$ cat src/rtl/adc_pulse_detector.sv
// rtl/adc_pulse_detector.sv - baseline-corrected pulse detector with hysteresis and an event FIFO
// One strobe per sample-valid window drives the FSM; completed pulses are queued in a FWFT FIFO.
module adc_pulse_detector #(
  parameter logic signed [15:0] THRESHOLD  = 16'sd200,
  parameter logic signed [15:0] HYST       = 16'sd50,
  parameter int                 FIFO_DEPTH = 16,
  parameter int                 TS_W       = 32
) (
  input  logic                          clk,
  input  logic                          reset,
  input  logic                          sample_valid,
  input  logic signed [15:0]            sample_data,
  input  logic                          adc_error,
  input  logic signed [15:0]            baseline,
  output logic                          event_valid,
  input  logic                          event_ready,
  output logic signed [15:0]            event_peak,
  output logic [7:0]                    event_width,
  output logic [TS_W-1:0]               event_ts,
  output logic                          busy,
  output logic [$clog2(FIFO_DEPTH):0]   fifo_count,
  output logic [15:0]                   drop_count
);

  localparam int PW = $clog2(FIFO_DEPTH);
  localparam logic signed [16:0] THR_HI = {THRESHOLD[15], THRESHOLD};
  localparam logic signed [16:0] THR_LO = THR_HI - {HYST[15], HYST};

  typedef enum logic {IDLE = 1'b0, IN_PULSE = 1'b1} state_t;

  state_t            state_q, state_d;
  logic              sv_q, sv_d;
  logic [TS_W-1:0]   ts_q, ts_d;
  logic signed [15:0] peak_q, peak_d;
  logic [7:0]        width_q, width_d;
  logic [TS_W-1:0]   start_ts_q, start_ts_d;
  logic [PW-1:0]     wr_ptr_q, wr_ptr_d, rd_ptr_q, rd_ptr_d;
  logic [PW:0]       count_q, count_d;
  logic [15:0]       drop_q, drop_d;

  logic signed [15:0] mem_peak_q  [FIFO_DEPTH];
  logic signed [15:0] mem_peak_d  [FIFO_DEPTH];
  logic [7:0]         mem_width_q [FIFO_DEPTH];
  logic [7:0]         mem_width_d [FIFO_DEPTH];
  logic [TS_W-1:0]    mem_ts_q    [FIFO_DEPTH];
  logic [TS_W-1:0]    mem_ts_d    [FIFO_DEPTH];

  logic               strobe;
  logic signed [16:0] diff;
  logic signed [15:0] corr;
  logic               push_req, push, pop, full;

  // Strobe on the rising edge of the sample window; an ADC error swallows it.
  assign strobe = sample_valid & ~sv_q & ~adc_error;
  assign sv_d   = sample_valid;
  assign ts_d   = strobe ? ts_q + {{(TS_W-1){1'b0}}, 1'b1} : ts_q;

  always_comb begin
    diff = {sample_data[15], sample_data} - {baseline[15], baseline};
    if (diff > 17'sd32767)
      corr = 16'sh7fff;
    else if (diff < -17'sd32768)
      corr = 16'sh8000;
    else
      corr = diff[15:0];
  end

  // State register
  always_ff @(posedge clk) begin
    if (reset) state_q <= IDLE;
    else       state_q <= state_d;
  end

  // Next-state and pulse datapath
  always_comb begin
    state_d    = state_q;
    peak_d     = peak_q;
    width_d    = width_q;
    start_ts_d = start_ts_q;
    if (adc_error) begin
      state_d = IDLE;
    end else if (strobe) begin
      case (state_q)
        IDLE: begin
          if (corr >= THRESHOLD) begin
            state_d    = IN_PULSE;
            peak_d     = corr;
            width_d    = 8'd1;
            start_ts_d = ts_q;
          end
        end
        IN_PULSE: begin
          if (corr < THR_LO) begin
            state_d = IDLE;
          end else begin
            if (corr > peak_q) peak_d = corr;
            if (width_q != 8'hff) width_d = width_q + 8'd1;
          end
        end
        default: state_d = IDLE;
      endcase
    end
  end

  // Outputs of the FSM
  always_comb begin
    busy     = (state_q == IN_PULSE);
    push_req = strobe & (state_q == IN_PULSE) & (corr < THR_LO);
  end

  // Fullness is judged before any same-cycle pop, so a push into a full FIFO is always dropped.
  assign full        = (count_q == (PW+1)'(FIFO_DEPTH));
  assign event_valid = (count_q != '0);
  assign push        = push_req & ~full;
  assign pop         = event_valid & event_ready;

  always_comb begin
    wr_ptr_d    = push ? wr_ptr_q + 1'b1 : wr_ptr_q;
    rd_ptr_d    = pop ? rd_ptr_q + 1'b1 : rd_ptr_q;
    count_d     = count_q;
    case ({push, pop})
      2'b10:   count_d = count_q + 1'b1;
      2'b01:   count_d = count_q - 1'b1;
      default: count_d = count_q;
    endcase
    drop_d = drop_q;
    if (push_req & full & (drop_q != 16'hffff)) drop_d = drop_q + 16'd1;
    mem_peak_d  = mem_peak_q;
    mem_width_d = mem_width_q;
    mem_ts_d    = mem_ts_q;
    if (push) begin
      mem_peak_d[wr_ptr_q]  = peak_q;
      mem_width_d[wr_ptr_q] = width_q;
      mem_ts_d[wr_ptr_q]    = start_ts_q;
    end
  end

  always_ff @(posedge clk) begin
    if (reset) begin
      sv_q       <= 1'b0;
      ts_q       <= '0;
      peak_q     <= '0;
      width_q    <= '0;
      start_ts_q <= '0;
      wr_ptr_q   <= '0;
      rd_ptr_q   <= '0;
      count_q    <= '0;
      drop_q     <= '0;
    end else begin
      sv_q       <= sv_d;
      ts_q       <= ts_d;
      peak_q     <= peak_d;
      width_q    <= width_d;
      start_ts_q <= start_ts_d;
      wr_ptr_q   <= wr_ptr_d;
      rd_ptr_q   <= rd_ptr_d;
      count_q    <= count_d;
      drop_q     <= drop_d;
    end
  end

  // Storage needs no reset: the head is masked whenever the FIFO is empty.
  always_ff @(posedge clk) begin
    mem_peak_q  <= mem_peak_d;
    mem_width_q <= mem_width_d;
    mem_ts_q    <= mem_ts_d;
  end

  assign event_peak  = event_valid ? mem_peak_q[rd_ptr_q]  : '0;
  assign event_width = event_valid ? mem_width_q[rd_ptr_q] : '0;
  assign event_ts    = event_valid ? mem_ts_q[rd_ptr_q]    : '0;
  assign fifo_count  = count_q;
  assign drop_count  = drop_q;

endmodule

$ cat config.mk
export PLATFORM = sky130hd
export DESIGN_NAME = adc_pulse_detector
export DESIGN_NICKNAME = d
export VERILOG_FILES = /design/src/rtl/adc_pulse_detector.sv
export SDC_FILE = /design/constraint.sdc
export NUM_CORES = 1
export LEC_CHECK = 0
export CORE_MARGIN = 4
export CORE_UTILIZATION = 25
export DETAILED_ROUTE_END_ITERATION = 8
export DONT_BUFFER_PORTS = 1
export HOLD_SLACK_MARGIN = 0.06
export SLEW_MARGIN = 20
export SYNTH_ARGS = -nofsm -noshare
export SYNTH_HDL_FRONTEND = slang
export SYNTH_SLANG_ARGS = --single-unit
$ cat constraint.sdc
create_clock -name clk -period 9.9 [get_ports clk]
set_input_delay 0.99 -clock clk [delete_from_list [all_inputs] [get_ports clk]]
set_output_delay 0.99 -clock clk [all_outputs]
set_load 0.005 [all_outputs]
==> flow_summary.ini, run 1 <==
[final_layout]
fillerInstances = 15800
layout-drive-gt1-share_pct = 21.8
multi_input_comb_area_um2 = 10900
ff_latch_area_um2 = 29300
post_synthesis_to_final_layout_area_growth_pct = 14.2
nets = 2278

[floorplanning]
start_util_pct = 25.3
dieHeight_um = 412
num_io_pins = 116
die_area_um2 = 170000
rows = 147
die_x_um = 412
fp.coreArea_um2 = 161000

[pwr]
ir_drop_mv = 0.133
leakage_nw = 15.0
power_per_cell_area_nw_per_um2 = 182
fin_total_pwr_w = 0.00847

[clock_network]
cts_resized = 0
tritoncts_clock_tree = built
post_cts_setup_buffer_count = 0
cts_hold_buffers = 0
cts_root_buf = sky130_fd_sc_hd__clkbuf_16
clk_latency_ns = 0.70
clock_path_buffers = 3
worst_setup_hold_path_clk_slew_ns = 0.06
cts-buffers-inserted = 98
cts_htree_levels = 3
sink_count = 1015

[timing]
timing.final.setup_violations = 0
hold_violations = 0
rsz_0062_raised_after_global_routing = no
worst_slew_pin_slew_ns = 0.997
min_period_ns = 6.31
fin_skew_ns = 0.0247
layout_setup_ws_ns = 3.59
final_min_period_over_clock_period_pct = 63.7
final.setup.tns_ns = 0
fmax_mhz = 158
slew_viol_final = 0
max_slew_margin_pct = 33.5

[hold_path]
worst_hold_start = adc_error
hold_depth = 1
timing.hold.worst_endpoint = busy
hold_path_class = primary input to flip-flop

[synth]
syn_area_um2 = 40700
seq_area_frac_synth_pct = 71.9
netlist.top_cell.by_area = sky130_fd_sc_hd__edfxtp_1
synth_top_cells_by_count = sky130_fd_sc_hd__edfxtp_1, sky130_fd_sc_hd__mux4_2, sky130_fd_sc_hd__dfxtp_1
synth_enable_flop_cells = 896
synth.avg_cell_area_um2 = 18.8
synth_cells = 2172
yosys.area.top_type_share_pct = 66.0
syn-num-nets = 2254
yosys_reg_bits = 1015
yosys_most_used_dff = sky130_fd_sc_hd__edfxtp_1
synth.top_cells.by_area = sky130_fd_sc_hd__edfxtp_1, sky130_fd_sc_hd__mux4_2, sky130_fd_sc_hd__dfxtp_1
synth_warnings = 0
postSynth.asyncResetShare_pct = 0
synth_most_common_cell = sky130_fd_sc_hd__edfxtp_1
synth_cell_type_count = 63

[worst_setup_path]
cp_data_arrival_time_ns = 6.85
reg_to_reg_setup_timing_slack_ns = 5.67
rr_endpoint = fifo_count[4]
worstSetupStartpointType = primary input
crit_path_max_fanout = 15
cp_class = primary input to flip-flop
r2r_cells = 12
reg2reg_start = fifo_count[1]
worstSetupEndpointType = flip-flop
critPathRequiredTime_ns = 10.43

[routing]
route.detailed.drc = 0
routed-via-count = 20100
drt_first_pass_iters = 6
via_per_inst = 4.53
initialDrtViolationCount = 1930
route.antenna.remaining_nets = 0
totalWireLength_mm = 97.8
drt-wirelength-per-cell_um = 22.0

[global_routing]
grt_antenna_before_repair = 2
track_usage_pct = 11.4
grt_max_degree = 123
gr-total-overflow = 0
grt_pass1_vias = 20600
wire_length_of_the_first_global_routing_pass_mm = 143

[placed_design]
io_buffers = 0
place_hpwl_mm = 53.5
pre_cts_ws_ns = 3.03
gp_congestion = 0.773

[flow_run]
drv.max_cap_violation_count = 0

[status]
run_status = finished clean
power breakdown:
part | switching (W) | internal, W
registers | 0.0000325 | 0.00462
logic | 0.000141 | 0.0000795
clock network | 0.00162 | 0.00198
through the flow:
| step | hold slack [ns] | utilization, % | instances | cell area [um^2] |
|---|---|---|---|---|
| global placement | 0.461 | 26.9 | 4256 | 43400 |
| global route | 0.344 | 28.8 | 4440 | 46500 |
| floorplan | 0.444 | - | 2172 | 40700 |
| CTS | 0.326 | 28.8 | 4440 | 46500 |
| detailed placement | 0.470 | 26.9 | 4256 | 43400 |
| finish | 0.383 | 28.8 | 4442 | 46500 |
worst max-delay path by stage:
stage	slack, ns	startpoint	cells past startpoint	to
after global placement	2.98	baseline[1]	21	peak_q[1]
after detailed placement	3.03	baseline[1]	21	peak_q[1]
after CTS	3.74	baseline[1]	21	peak_q[1]
final	3.59	baseline[6]	21	peak_q[1]
after global routing	3.09	baseline[6]	21	peak_q[1]
after floorplan	1.98	sample_data[0]	13	mem_peak_q[192]
critical path: stages:
cell and delay (ns):
sky130_fd_sc_hd__inv_1 0.03, sky130_fd_sc_hd__ha_1 0.41, sky130_fd_sc_hd__and2_1 0.32, sky130_fd_sc_hd__nand2_1 0.12
sky130_fd_sc_hd__a21oi_1 0.23, sky130_fd_sc_hd__a41oi_1 0.23, sky130_fd_sc_hd__o21ai_1 0.59, sky130_fd_sc_hd__nor2_1 0.09
sky130_fd_sc_hd__a21oi_1 0.70, sky130_fd_sc_hd__a21oi_1 0.22, sky130_fd_sc_hd__ha_1 0.35, sky130_fd_sc_hd__a21o_1 0.18
sky130_fd_sc_hd__a21o_1 0.18, sky130_fd_sc_hd__a21o_1 0.17, sky130_fd_sc_hd__a21o_1 0.17, sky130_fd_sc_hd__a21o_1 0.17
sky130_fd_sc_hd__a2111oi_0 0.40, sky130_fd_sc_hd__a222oi_1 0.17, sky130_fd_sc_hd__and3_1 0.24, sky130_fd_sc_hd__nor2_1 0.69
sky130_fd_sc_hd__o21ai_0 0.20
layout make-up:
cell class                      instances  share of cell area, %
Clock inverter                         46                  0.877
Clock buffer                          138                   5.75
Timing Repair Buffer                   36                  0.662
Inverter                               52                  0.420
Multi-Input combinational cell        993                   23.5
Sequential cell                      1015                   63.0
Tap cell                             2160                   5.81
Antenna cell                            2                 0.0108
metal layers:
layer | up-vias | global-route usage (%) | wire [um]
li1 | 8790 | - | -
met3 | 124 | 2.80 | 7330
met4 | 0 | 3.08 | 2030
met2 | 607 | 18.7 | 47500
met1 | 10600 | 15.0 | 41000
met5 | - | 0 | 0
flip-flops by register name, summed over array words and instances (netlist names):
signal       cells
busy             1
drop_count      16
fifo_count       5
mem_peak_q     256
mem_ts_q       512
mem_width_q    128
peak_q          16
rd_ptr_q         4
start_ts_q      32
sv_q             1
ts_q            32
width_q          8
wr_ptr_q         4
cell families (layout without fill, tap and decap cells):
| family | after synthesis | after routing | share of synthesized area, % |
|---|---|---|---|
| other | 0 | 2 | 0 |
| DFF | 1015 | 1015 | 71.9 |
| xor gates and xnor gates | 51 | 51 | 1.10 |
| and+or+nand+nor | 399 | 399 | 4.87 |
| adders and majority gates | 45 | 45 | 1.40 |
| muxes | 295 | 295 | 15.9 |
| AOI/OAI and AO/OA | 203 | 203 | 3.25 |
| buffers and inverters | 164 | 272 | 1.61 |
layout by cell type (no fill, tap or decap), types with 8 or more instances in the layout:
| master | count |
|---|---|
| sky130_fd_sc_hd__clkbuf_16 | 99 |
| sky130_fd_sc_hd__and3_1 | 15 |
| sky130_fd_sc_hd__nand3_1 | 26 |
| sky130_fd_sc_hd__xnor2_1 | 18 |
| sky130_fd_sc_hd__mux4_2 | 280 |
| sky130_fd_sc_hd__o21ai_0 | 24 |
| sky130_fd_sc_hd__buf_4 | 33 |
| sky130_fd_sc_hd__clkinv_2 | 16 |
| sky130_fd_sc_hd__nor2_1 | 82 |
| sky130_fd_sc_hd__a211oi_1 | 14 |
| sky130_fd_sc_hd__or3_1 | 8 |
| sky130_fd_sc_hd__xor2_1 | 33 |
| sky130_fd_sc_hd__inv_1 | 52 |
| sky130_fd_sc_hd__edfxtp_1 | 896 |
| sky130_fd_sc_hd__a21oi_1 | 78 |
| sky130_fd_sc_hd__clkinv_1 | 16 |
| sky130_fd_sc_hd__a21o_1 | 19 |
| sky130_fd_sc_hd__mux2i_1 | 8 |
| sky130_fd_sc_hd__nand2b_1 | 10 |
| sky130_fd_sc_hd__ha_1 | 44 |
| sky130_fd_sc_hd__and2_1 | 63 |
| sky130_fd_sc_hd__o2111ai_1 | 10 |
| sky130_fd_sc_hd__clkbuf_1 | 34 |
| sky130_fd_sc_hd__dfxtp_1 | 115 |
| sky130_fd_sc_hd__nand2_1 | 117 |
| sky130_fd_sc_hd__nor2b_1 | 11 |
| sky130_fd_sc_hd__nand4_1 | 20 |
| sky130_fd_sc_hd__nor2_4 | 12 |
(Power assumes the default switching activity.)
==> run 2, diff against run 1 <==
Settings changed: ABC_AREA set to 1.
Clock period 9.9 ns to 6.1 ns, I/O delays scaled along.
==> run 2 against run 1 <==
Compared with the run above:
- sequential share of layout area down 1.8 points
- critical path type is now flip-flop to primary output
- first-iteration DRC count up 44%
- final cell count up 28%
- register-to-register slack worse by 3.1 ns
- sequential power up 69%
- count of clock-buffer cells in the layout down 6
- non-clock buffer count up 18
==> flow_summary.ini, run 2 <==
[status]
run_status = finished clean

[clock_network]
worst_setup_hold_path_clk_slew_ns = 0.06
clk_latency_ns = 0.68
post_cts_setup_buffer_count = 0
clock_path_buffers = 3
cts_htree_levels = 3
cts-buffers-inserted = 105
tritoncts_clock_tree = built
cts_root_buf = sky130_fd_sc_hd__clkbuf_16
sink_count = 1015

[global_routing]
grt_max_degree = 275
wire_length_of_the_first_global_routing_pass_mm = 169
grt_antenna_before_repair = 1
grt_pass1_vias = 26300
gr-total-overflow = 0
track_usage_pct = 12.6

[synth]
synth_cells = 3464
seq_area_frac_synth_pct = 70.2
syn_area_um2 = 41700
yosys_most_used_dff = sky130_fd_sc_hd__edfxtp_1
yosys_reg_bits = 1015
netlist.top_cell.by_area = sky130_fd_sc_hd__edfxtp_1
synth_enable_flop_cells = 896
postSynth.asyncResetShare_pct = 0
synth_top_cells_by_count = sky130_fd_sc_hd__edfxtp_1, sky130_fd_sc_hd__nor2_1, sky130_fd_sc_hd__o21ai_0
synth.avg_cell_area_um2 = 12.1
synth_warnings = 0
syn-num-nets = 3546
synth_cell_type_count = 49
synth_most_common_cell = sky130_fd_sc_hd__edfxtp_1
synth.top_cells.by_area = sky130_fd_sc_hd__edfxtp_1, sky130_fd_sc_hd__o21ai_0, sky130_fd_sc_hd__dfxtp_1
yosys.area.top_type_share_pct = 64.5

[hold_path]
hold_depth = 3
hold_path_class = primary input to flip-flop
timing.hold.worst_endpoint = busy
worst_hold_start = reset

[routing]
routed-via-count = 27400
initialDrtViolationCount = 2776
route.antenna.remaining_nets = 0
drt_first_pass_iters = 5
via_per_inst = 4.82
route.detailed.drc = 0
drt-wirelength-per-cell_um = 19.9
totalWireLength_mm = 113

[worst_setup_path]
worstSetupEndpointType = primary output
path_cells = buf_12 -> buf_16 -> o21ai_0 -> o221ai_1 -> nand3_1 -> a21oi_1
cp_class = flip-flop to primary output
worstSetupStartpointType = flip-flop
reg2reg_start = fifo_count[0]
cp_data_arrival_time_ns = 4.03
reg_to_reg_setup_timing_slack_ns = 2.54
critical-path-max-stage-delay_ns = 0.97
r2r_cells = 18
crit_path_max_fanout = 171
setup.worst_path.start = rd_ptr_q[0]
crit_slowest_cell = sky130_fd_sc_hd__dfxtp_4
rr_endpoint = fifo_count[4]
critPathRequiredTime_ns = 5.49

[final_layout]
registers.top_by_ff_count = mem_ts_q
num_antenna_cells = 0
max_reg_flops = 512
layout-drive-gt1-share_pct = 7.84
layout_top_registers = mem_ts_q: 512 flops, mem_peak_q: 256 flops, mem_width_q: 128 flops
post_synthesis_to_final_layout_area_growth_pct = 14.8
finish.utilization_pct = 29.0
layout.cells.most_common = sky130_fd_sc_hd__edfxtp_1
non_filler_cells_final = 5683
nets = 3485
mostFrequentLayoutCells = sky130_fd_sc_hd__edfxtp_1, sky130_fd_sc_hd__nor2_1, sky130_fd_sc_hd__o21ai_0, sky130_fd_sc_hd__nand2_1, sky130_fd_sc_hd__inv_1

[floorplanning]
die_area_um2 = 174000
dieHeight_um = 417
fp.coreArea_um2 = 166000
start_util_pct = 25.2
die_x_um = 417
rows = 149
num_io_pins = 116

[pwr]
power_per_cell_area_nw_per_um2 = 376
leakage_nw = 15.2
ir_drop_mv = 0.264

[timing]
rsz_0062_raised_after_global_routing = no
fin_skew_ns = 0.0512
timing.final.setup_violations = 0
max_slew_margin_pct = 23.8
worst_slew_pin_slew_ns = 1.14
min_period_ns = 4.64
hold_violations = 0
fmax_mhz = 215
slew_viol_final = 0
final_min_period_over_clock_period_pct = 76.1
final.setup.tns_ns = 0

[placed_design]
io_buffers = 0
placed_cells = 5480
gp_congestion = 0.785
place_hpwl_mm = 56.9

[flow_run]
drv.max_cap_violation_count = 0
## run 2: worst max-delay path, delay by kind of cell, from the launching register on
family / cells / cell delay (ns)
AND/OR/NAND/NOR: 1 / 0.12
AO/OA/AOI/OAI: 3 / 1.22
flip-flops: 1 / 0.97
buffers and inverters: 2 / 0.93
## run 2: stage by stage
step | hold slack, ns | worst slack, ns | instance area, um^2 | power (W)
2_1_floorplan | 0.436 | 0.377 | 41700 | 0.0104
3_3_place_gp | 0.476 | 0.900 | 44400 | 0.0119
3_5_place_dp | 0.482 | 0.862 | 44400 | 0.0119
4_1_cts | 0.0659 | 1.40 | 47900 | 0.0182
5_1_grt | 0.115 | 1.11 | 47900 | 0.0189
6_report | 0.110 | 1.46 | 47900 | 0.0180
## run 2: worst max path at each step
stage,endpoint,slack [ns]
6_report,event_width[0],1.46
5_1_grt,event_ts[26],1.11
4_1_cts,event_width[3],1.40
3_5_place_dp,fifo_count[4],0.86
3_3_place_gp,fifo_count[4],0.90
2_1_floorplan,mem_peak_q[0],0.38
## run 2: per-layer routing
metal / global-route usage, % / wire length [um]
met3: 2.24 / 7510
met1: 16.6 / 48400
met2: 21.1 / 54500
met4: 3.49 / 2830
met5: 0 / 13
## run 2: repair_timing
item	in CTS	in global routing
setup endpoints to repair	0	0
resized for setup	0	0
hold buffers	3	0
endpoints found under the hold margin	45	0
## run 2: cell families (layout without fill, tap and decap cells)
logic type / after synthesis / in the layout / share of synthesized area (%)
DFF: 1015 / 1015 / 70.2
AOI/OAI and AO/OA: 1005 / 1005 / 14.3
and+or+nand+nor: 965 / 965 / 9.73
buffers and inverters: 401 / 431 / 3.75
adders and majority gates: 45 / 45 / 1.37
xor gates and xnor gates: 33 / 33 / 0.692
## run 2: layout make-up
type	count	area [um^2]
fillers	16700	118000
flip-flops and latches	1015	29300
multi-input cells	2048	11000
clock buffers	132	2790
well taps	2189	2740
repair buffers	54	746
inverters	179	688
clock inverters	66	651
## run 2: report_power, final
group          switching, W  leakage (nW)  internal, W
logic               0.00282          4.31      0.00102
registers          0.000261          9.27      0.00761
clock network       0.00269          1.67      0.00364
total               0.00577          15.2       0.0123
